$ cat config.mk
export PLATFORM = sky130hd
export DESIGN_NAME = axi_master_bridge
export DESIGN_NICKNAME = d
export VERILOG_FILES = /design/src/rtl/axi_master_bridge_pkg.sv /design/src/rtl/axi_master_bridge.sv
export SDC_FILE = /design/constraint.sdc
export NUM_CORES = 1
export LEC_CHECK = 0
export ABC_AREA = 1
export CAP_MARGIN = 0
export CORE_ASPECT_RATIO = 2
export CORE_MARGIN = 4
export CORE_UTILIZATION = 30
export DETAILED_ROUTE_END_ITERATION = 8
export GPL_ROUTABILITY_DRIVEN = 0
export GPL_TIMING_DRIVEN = 0
export PLACE_DENSITY = 0.67
export SKIP_CTS_REPAIR_TIMING = 1
export SLEW_MARGIN = 25
export SYNTH_ARGS = -nofsm -noshare
export SYNTH_HDL_FRONTEND = slang
export SYNTH_SLANG_ARGS = --single-unit
$ cat constraint.sdc
create_clock -name clk -period 1.2 [get_ports clk]
set_input_delay 0.18 -clock clk [delete_from_list [all_inputs] [get_ports clk]]
set_output_delay 0.18 -clock clk [all_outputs]
set_load 0.005 [all_outputs]
$ cat src/rtl/axi_master_bridge_pkg.sv
// Shared AXI4 constants, widths and the bridge state encoding.
package axi_master_bridge_pkg;

  localparam int unsigned AxiIdBits    = 4;
  localparam int unsigned AxiAddrBits  = 32;
  localparam int unsigned AxiLenBits   = 4;
  localparam int unsigned AxiSizeBits  = 3;
  localparam int unsigned AxiBurstBits = 2;
  localparam int unsigned AxiDataBits  = 32;
  localparam int unsigned AxiStrbBits  = 4;
  localparam int unsigned AxiRespBits  = 2;

  localparam logic [AxiBurstBits-1:0] BurstIncr  = 2'b01;
  localparam logic [AxiSizeBits-1:0]  SizeWord   = 3'b010;
  localparam logic [AxiRespBits-1:0]  RespOkay   = 2'b00;
  localparam logic [AxiRespBits-1:0]  RespSlverr = 2'b10;
  localparam logic [AxiRespBits-1:0]  RespDecerr = 2'b11;

  typedef enum logic [2:0] {
    StIdle,
    StRdA,
    StRdD,
    StWrAw,
    StWrB,
    StDone
  } state_e;

  // Anything other than OKAY (including EXOKAY) is treated as a failure.
  function automatic logic resp_is_err(logic [AxiRespBits-1:0] resp);
    return resp != RespOkay;
  endfunction

endpackage

$ cat src/rtl/axi_master_bridge.sv
// CPU load/store to single-beat AXI4 master bridge; stalls the CPU until the response completes.
// Optional AXI_MB_RESP_CHECK_EN: non-OKAY RRESP/BRESP sets a sticky cpu_err and zeroes failed loads.
module axi_master_bridge
  import axi_master_bridge_pkg::*;
#(
  parameter int unsigned MASTER_ID = 0,
  parameter bit          READ_ONLY = 1'b0
) (
  input  logic                    clk,
  input  logic                    rst,
  input  logic                    cpu_req,
  input  logic                    cpu_we,
  input  logic [AxiAddrBits-1:0]  cpu_addr,
  input  logic [AxiDataBits-1:0]  cpu_wdata,
  input  logic [AxiStrbBits-1:0]  cpu_wstrb,
  output logic [AxiDataBits-1:0]  cpu_rdata,
  output logic                    cpu_stall,
  output logic                    cpu_done,
  output logic                    cpu_err,
  output logic [AxiIdBits-1:0]    arid,
  output logic [AxiAddrBits-1:0]  araddr,
  output logic [AxiLenBits-1:0]   arlen,
  output logic [AxiSizeBits-1:0]  arsize,
  output logic [AxiBurstBits-1:0] arburst,
  output logic                    arvalid,
  input  logic                    arready,
  input  logic [AxiIdBits-1:0]    rid,
  input  logic [AxiDataBits-1:0]  rdata,
  input  logic [AxiRespBits-1:0]  rresp,
  input  logic                    rlast,
  input  logic                    rvalid,
  output logic                    rready,
  output logic [AxiIdBits-1:0]    awid,
  output logic [AxiAddrBits-1:0]  awaddr,
  output logic [AxiLenBits-1:0]   awlen,
  output logic [AxiSizeBits-1:0]  awsize,
  output logic [AxiBurstBits-1:0] awburst,
  output logic                    awvalid,
  input  logic                    awready,
  output logic [AxiDataBits-1:0]  wdata,
  output logic [AxiStrbBits-1:0]  wstrb,
  output logic                    wlast,
  output logic                    wvalid,
  input  logic                    wready,
  input  logic [AxiIdBits-1:0]    bid,
  input  logic [AxiRespBits-1:0]  bresp,
  input  logic                    bvalid,
  output logic                    bready
);

  state_e                  state_q;
  logic [AxiAddrBits-1:0]  addr_q;
  logic [AxiDataBits-1:0]  wdata_q;
  logic [AxiStrbBits-1:0]  wstrb_q;
  logic                    aw_ok_q;
  logic                    w_ok_q;

  logic is_store;
  logic aw_hs;
  logic w_hs;
  logic unused_inputs;

  assign is_store = cpu_we & ~READ_ONLY;
  assign aw_hs    = awvalid & awready;
  assign w_hs     = wvalid & wready;

  // IDs are routed by the interconnect and single-beat reads always end with RLAST.
  assign unused_inputs = ^{rid, bid, rlast, rresp, bresp};

  assign cpu_stall = cpu_req & ~cpu_done;

  assign arid    = AxiIdBits'(MASTER_ID);
  assign araddr  = addr_q;
  assign arlen   = '0;
  assign arsize  = SizeWord;
  assign arburst = BurstIncr;
  assign awid    = AxiIdBits'(MASTER_ID);
  assign awaddr  = addr_q;
  assign awlen   = '0;
  assign awsize  = SizeWord;
  assign awburst = BurstIncr;
  assign wdata   = wdata_q;
  assign wstrb   = wstrb_q;
  assign wlast   = 1'b1;

`ifndef AXI_MB_RESP_CHECK_EN
  assign cpu_err = 1'b0;
`endif

  always_ff @(posedge clk) begin
    if (rst) begin
      state_q   <= StIdle;
      addr_q    <= '0;
      wdata_q   <= '0;
      wstrb_q   <= '0;
      aw_ok_q   <= 1'b0;
      w_ok_q    <= 1'b0;
      arvalid   <= 1'b0;
      rready    <= 1'b0;
      awvalid   <= 1'b0;
      wvalid    <= 1'b0;
      bready    <= 1'b0;
      cpu_done  <= 1'b0;
      cpu_rdata <= '0;
`ifdef AXI_MB_RESP_CHECK_EN
      cpu_err   <= 1'b0;
`endif
    end else begin
      cpu_done <= 1'b0;
      unique case (state_q)
        StIdle: begin
          if (cpu_req) begin
            addr_q  <= cpu_addr;
            wdata_q <= cpu_wdata;
            wstrb_q <= cpu_wstrb;
            if (is_store) begin
              state_q <= StWrAw;
              awvalid <= 1'b1;
              wvalid  <= 1'b1;
              aw_ok_q <= 1'b0;
              w_ok_q  <= 1'b0;
            end else begin
              state_q <= StRdA;
              arvalid <= 1'b1;
            end
          end
        end
        StRdA: begin
          if (arready) begin
            arvalid <= 1'b0;
            rready  <= 1'b1;
            state_q <= StRdD;
          end
        end
        StRdD: begin
          if (rvalid) begin
            rready   <= 1'b0;
            cpu_done <= 1'b1;
            state_q  <= StDone;
`ifdef AXI_MB_RESP_CHECK_EN
            if (resp_is_err(rresp)) begin
              cpu_err   <= 1'b1;
              cpu_rdata <= '0;
            end else begin
              cpu_rdata <= rdata;
            end
`else
            cpu_rdata <= rdata;
`endif
          end
        end
        StWrAw: begin
          // AW and W complete independently; each VALID drops right after its own handshake.
          if (aw_hs) begin
            awvalid <= 1'b0;
            aw_ok_q <= 1'b1;
          end
          if (w_hs) begin
            wvalid <= 1'b0;
            w_ok_q <= 1'b1;
          end
          if ((aw_ok_q | aw_hs) & (w_ok_q | w_hs)) begin
            bready  <= 1'b1;
            state_q <= StWrB;
          end
        end
        StWrB: begin
          if (bvalid) begin
            bready   <= 1'b0;
            cpu_done <= 1'b1;
            state_q  <= StDone;
`ifdef AXI_MB_RESP_CHECK_EN
            if (resp_is_err(bresp)) begin
              cpu_err <= 1'b1;
            end
`endif
          end
        end
        StDone: begin
          state_q <= StIdle;
        end
        default: begin
          state_q <= StIdle;
        end
      endcase
    end
  end

endmodule
==> results.cfg <==
[timing]
fin_skew_ns = 0.00815
rsz0062_at_grt = yes
slew_viol_final = 0
setup_viol = 109
max_slew_margin = 0.510
worst_slew_pin_slew_ns = 0.735
layout_setup_ws_ns = -0.148
max_freq_mhz = 742
hold_viol = 0
fin_crit_ns = 1.35
final.period_utilization = 1.12
tns_ns = -10.58

[critical_path]
startpoint = rst
cp-end-kind = register
r2r_cells = 8
regToRegStartpoint = state_q[2]$_SDFFE_PP0P_
crit_fanout = 10
path_cells = clkdlybuf4s50_1, clkinv_1, clkbuf_2, o21ai_0, nor2_1
path_buf_inv = 3
path_delay_family = buffers and inverters
critical_path_class = input pin to register
required_ns = 1.44
crit_slowest_cell = clkdlybuf4s50_1
crit_arrival_ns = 1.59
crit_path_start_kind = input pin
cp.depth = 5
crit_end = cpu_rdata[13]$_SDFFE_PP0P_
worstReg2RegEnd = cpu_rdata[4]$_SDFFE_PP0P_
cpPeakStageDelay_ns = 0.52
r2r_slack_ns = -0.15

[finish]
multi_input_area_sq_mm = 0.00242
num-fill-cells = 1205
antenna_cells = 0
register_area_sq_mm = 0.00231
post-route-util = 0.648
final_nets = 1046
syn_to_final_growth_pct = 111
drive_gt1_frac = 0.413

[clock_tree]
root_buffer = clkbuf_16
cts_buffer_depth = 2
cts_num_sinks = 111
clk_pin_slew_ns = 0.08
clk_latency_ns = 0.35
cts_buffers = 9
cts_tree = yes
cts.htree.levels = 3

[placed_design]
post-place-ws_ns = -0.813
dp_hpwl_mm = 12.4
portBuffers = 246

[power]
ir_drop_mv = 1.07
power.leakage_uw = 0.00610
p_per_area_mw_per_mm2 = 1790

[route]
wire_per_inst_um = 16.5
drtAntennaViolNets = 0
viasPerCell = 4.59
totalWireLength_mm = 18.6
drc = 0
drtIter0Drc = 133
first_pass_iters = 4
vias = 5153

[min_path]
hp-class = input pin to register
hold_start = cpu_addr[2]

[floorplanning]
row_count = 63
die_w_um = 95.6
start_util = 0.308
pin_count = 289
die_h_um = 183
core_sq_mm = 0.0150
die-area_sq_mm = 0.0175

[logic_synthesis]
ys_ff_latch = 111
synthCells = 586
synth_compound_area_frac = 0.128
synth_top_family_by_area = simple AND/OR/NAND/NOR gates
avgSynthCellArea_sq_um = 7.86
post_synth_xor_area_fraction = 0
ys_seq_area_frac = 0.482
synth_area_sq_mm = 0.00461
synth_fa_ha_area_frac = 0
synth_mux_area_frac = 0
yosysWarnings = 0
synthSimpleGateAreaFrac = 0.231
synth_cell_types = 24

[flow_run]
cap_violations = 0

[global_route]
grt_first_pass_wirelength_mm = 23.5
antenna_found_initial = 0
grt_usage = 0.173
first_global_vias = 4601
overflow = 0
grt_max_degree = 19

[status]
violations = negative setup slack
status = finished with violations
==> synthesized netlist by cell type <==
| master | instances | area, sq um |
|---|---|---|
| buf_4 | 61 | 458 |
| nand4_1 | 2 | 12.5 |
| buf_2 | 15 | 75.1 |
| nor2_4 | 2 | 22.5 |
| o21ai_0 | 34 | 170 |
| a21o_1 | 2 | 15.0 |
| a21oi_1 | 79 | 395 |
| clkbuf_2 | 3 | 15.0 |
| o211ai_1 | 1 | 7.51 |
| buf_6 | 6 | 67.6 |
| clkinv_2 | 1 | 5.00 |
| nor3_1 | 3 | 15.0 |
| clkinv_1 | 1 | 3.75 |
| conb_1 | 2 | 7.51 |
| nand2_1 | 87 | 327 |
| dfxtp_1 | 111 | 2220 |
| nand3_1 | 77 | 385 |
| nand2_4 | 2 | 22.5 |
| clkbuf_1 | 15 | 56.3 |
| nor2_1 | 70 | 263 |
| nand3_4 | 1 | 17.5 |
| inv_2 | 1 | 3.75 |
| inv_1 | 9 | 33.8 |
| inv_4 | 1 | 6.26 |
==> worst register-to-register path: stages (launching register included) <==
cell       delay (ns)
dfxtp_2          0.32
buf_6            0.12
buf_6            0.12
nor2_4           0.11
nand3_4          0.10
buf_12           0.17
clkbuf_16        0.16
o21ai_2          0.10
nor2_1           0.05
==> how the worst min path moves through the flow <==
stage,endpoint,slack (ns),cells after the start
after floorplan,cpu_rdata[1]$_SDFFE_PP0P_,0.34,2
after global placement,wdata[4]$_SDFFE_PP0P_,0.45,2
after detailed placement,wstrb[1]$_SDFFE_PP0P_,0.45,2
after CTS,awvalid$_SDFFE_PP0P_,0.39,5
after global routing,araddr[15]$_SDFFE_PP0P_,0.40,3
final,araddr[2]$_SDFFE_PP0P_,0.39,3
==> area by class of cell <==
type | instances | area share
clock buffer | 10 | 0.0246
clock inverter | 5 | 0.00683
timing repair buffer | 301 | 0.360
timing repair inverter | 1 | 0.000902
multi-input combinational | 388 | 0.250
buffer | 99 | 0.0857
sequential | 111 | 0.238
tap | 195 | 0.0251
inverter | 13 | 0.00851
==> power breakdown <==
group	internal, uW	switching, uW
sequential	4510	559
combinational	5140	4010
clock	1700	1460
total	11400	6030
==> cell usage in the layout (no fill, tap or decap), drive strengths merged, types with 3 or more instances in the layout <==
cell type        n
a21oi           79
clkbuf          34
buf            130
nor3             3
nor2            72
conb            28
nand3           78
nand2           89
dlymetal6s2s   139
inv             14
o21ai           34
clkinv           3
clkdlybuf4s50  107
dfxtp          111
==> stage by stage <==
step | total power [uW] | area (sq um) | hold WS, ns | std cells
CTS | 14000 | 7720 | 0.387 | 1068
floorplan | 7850 | 4700 | 0.343 | 612
global route | 18300 | 9710 | 0.395 | 1123
global placement | 10700 | 7410 | 0.448 | 1053
detailed placement | 10800 | 7410 | 0.451 | 1053
finish | 17400 | 9710 | 0.394 | 1123
==> registers in the layout, summed over array words and instances, names as in the netlist <==
register	cells
araddr	32
arvalid	1
aw_ok_q	1
awvalid	1
bready	1
cpu_done	1
cpu_rdata	32
rready	1
state_q	3
w_ok_q	1
wdata	32
wstrb	4
wvalid	1
==> layer usage <==
layer	share of wire	GRT usage	vias up
li1	-	-	2517
met1	0.32	0.165	2414
met2	0.59	0.328	191
met5	0	0	-
met4	0.027	0.0827	0
met3	0.064	0.0468	31
==> kinds of logic after synthesis <==
kind of cell	count (synthesis)
AO/OA/AOI/OAI	116
flip-flops	111
AND/OR/NAND/NOR	244
buffers and inverters	113
other	2
Note: power is estimated with default switching activity, not from simulation.
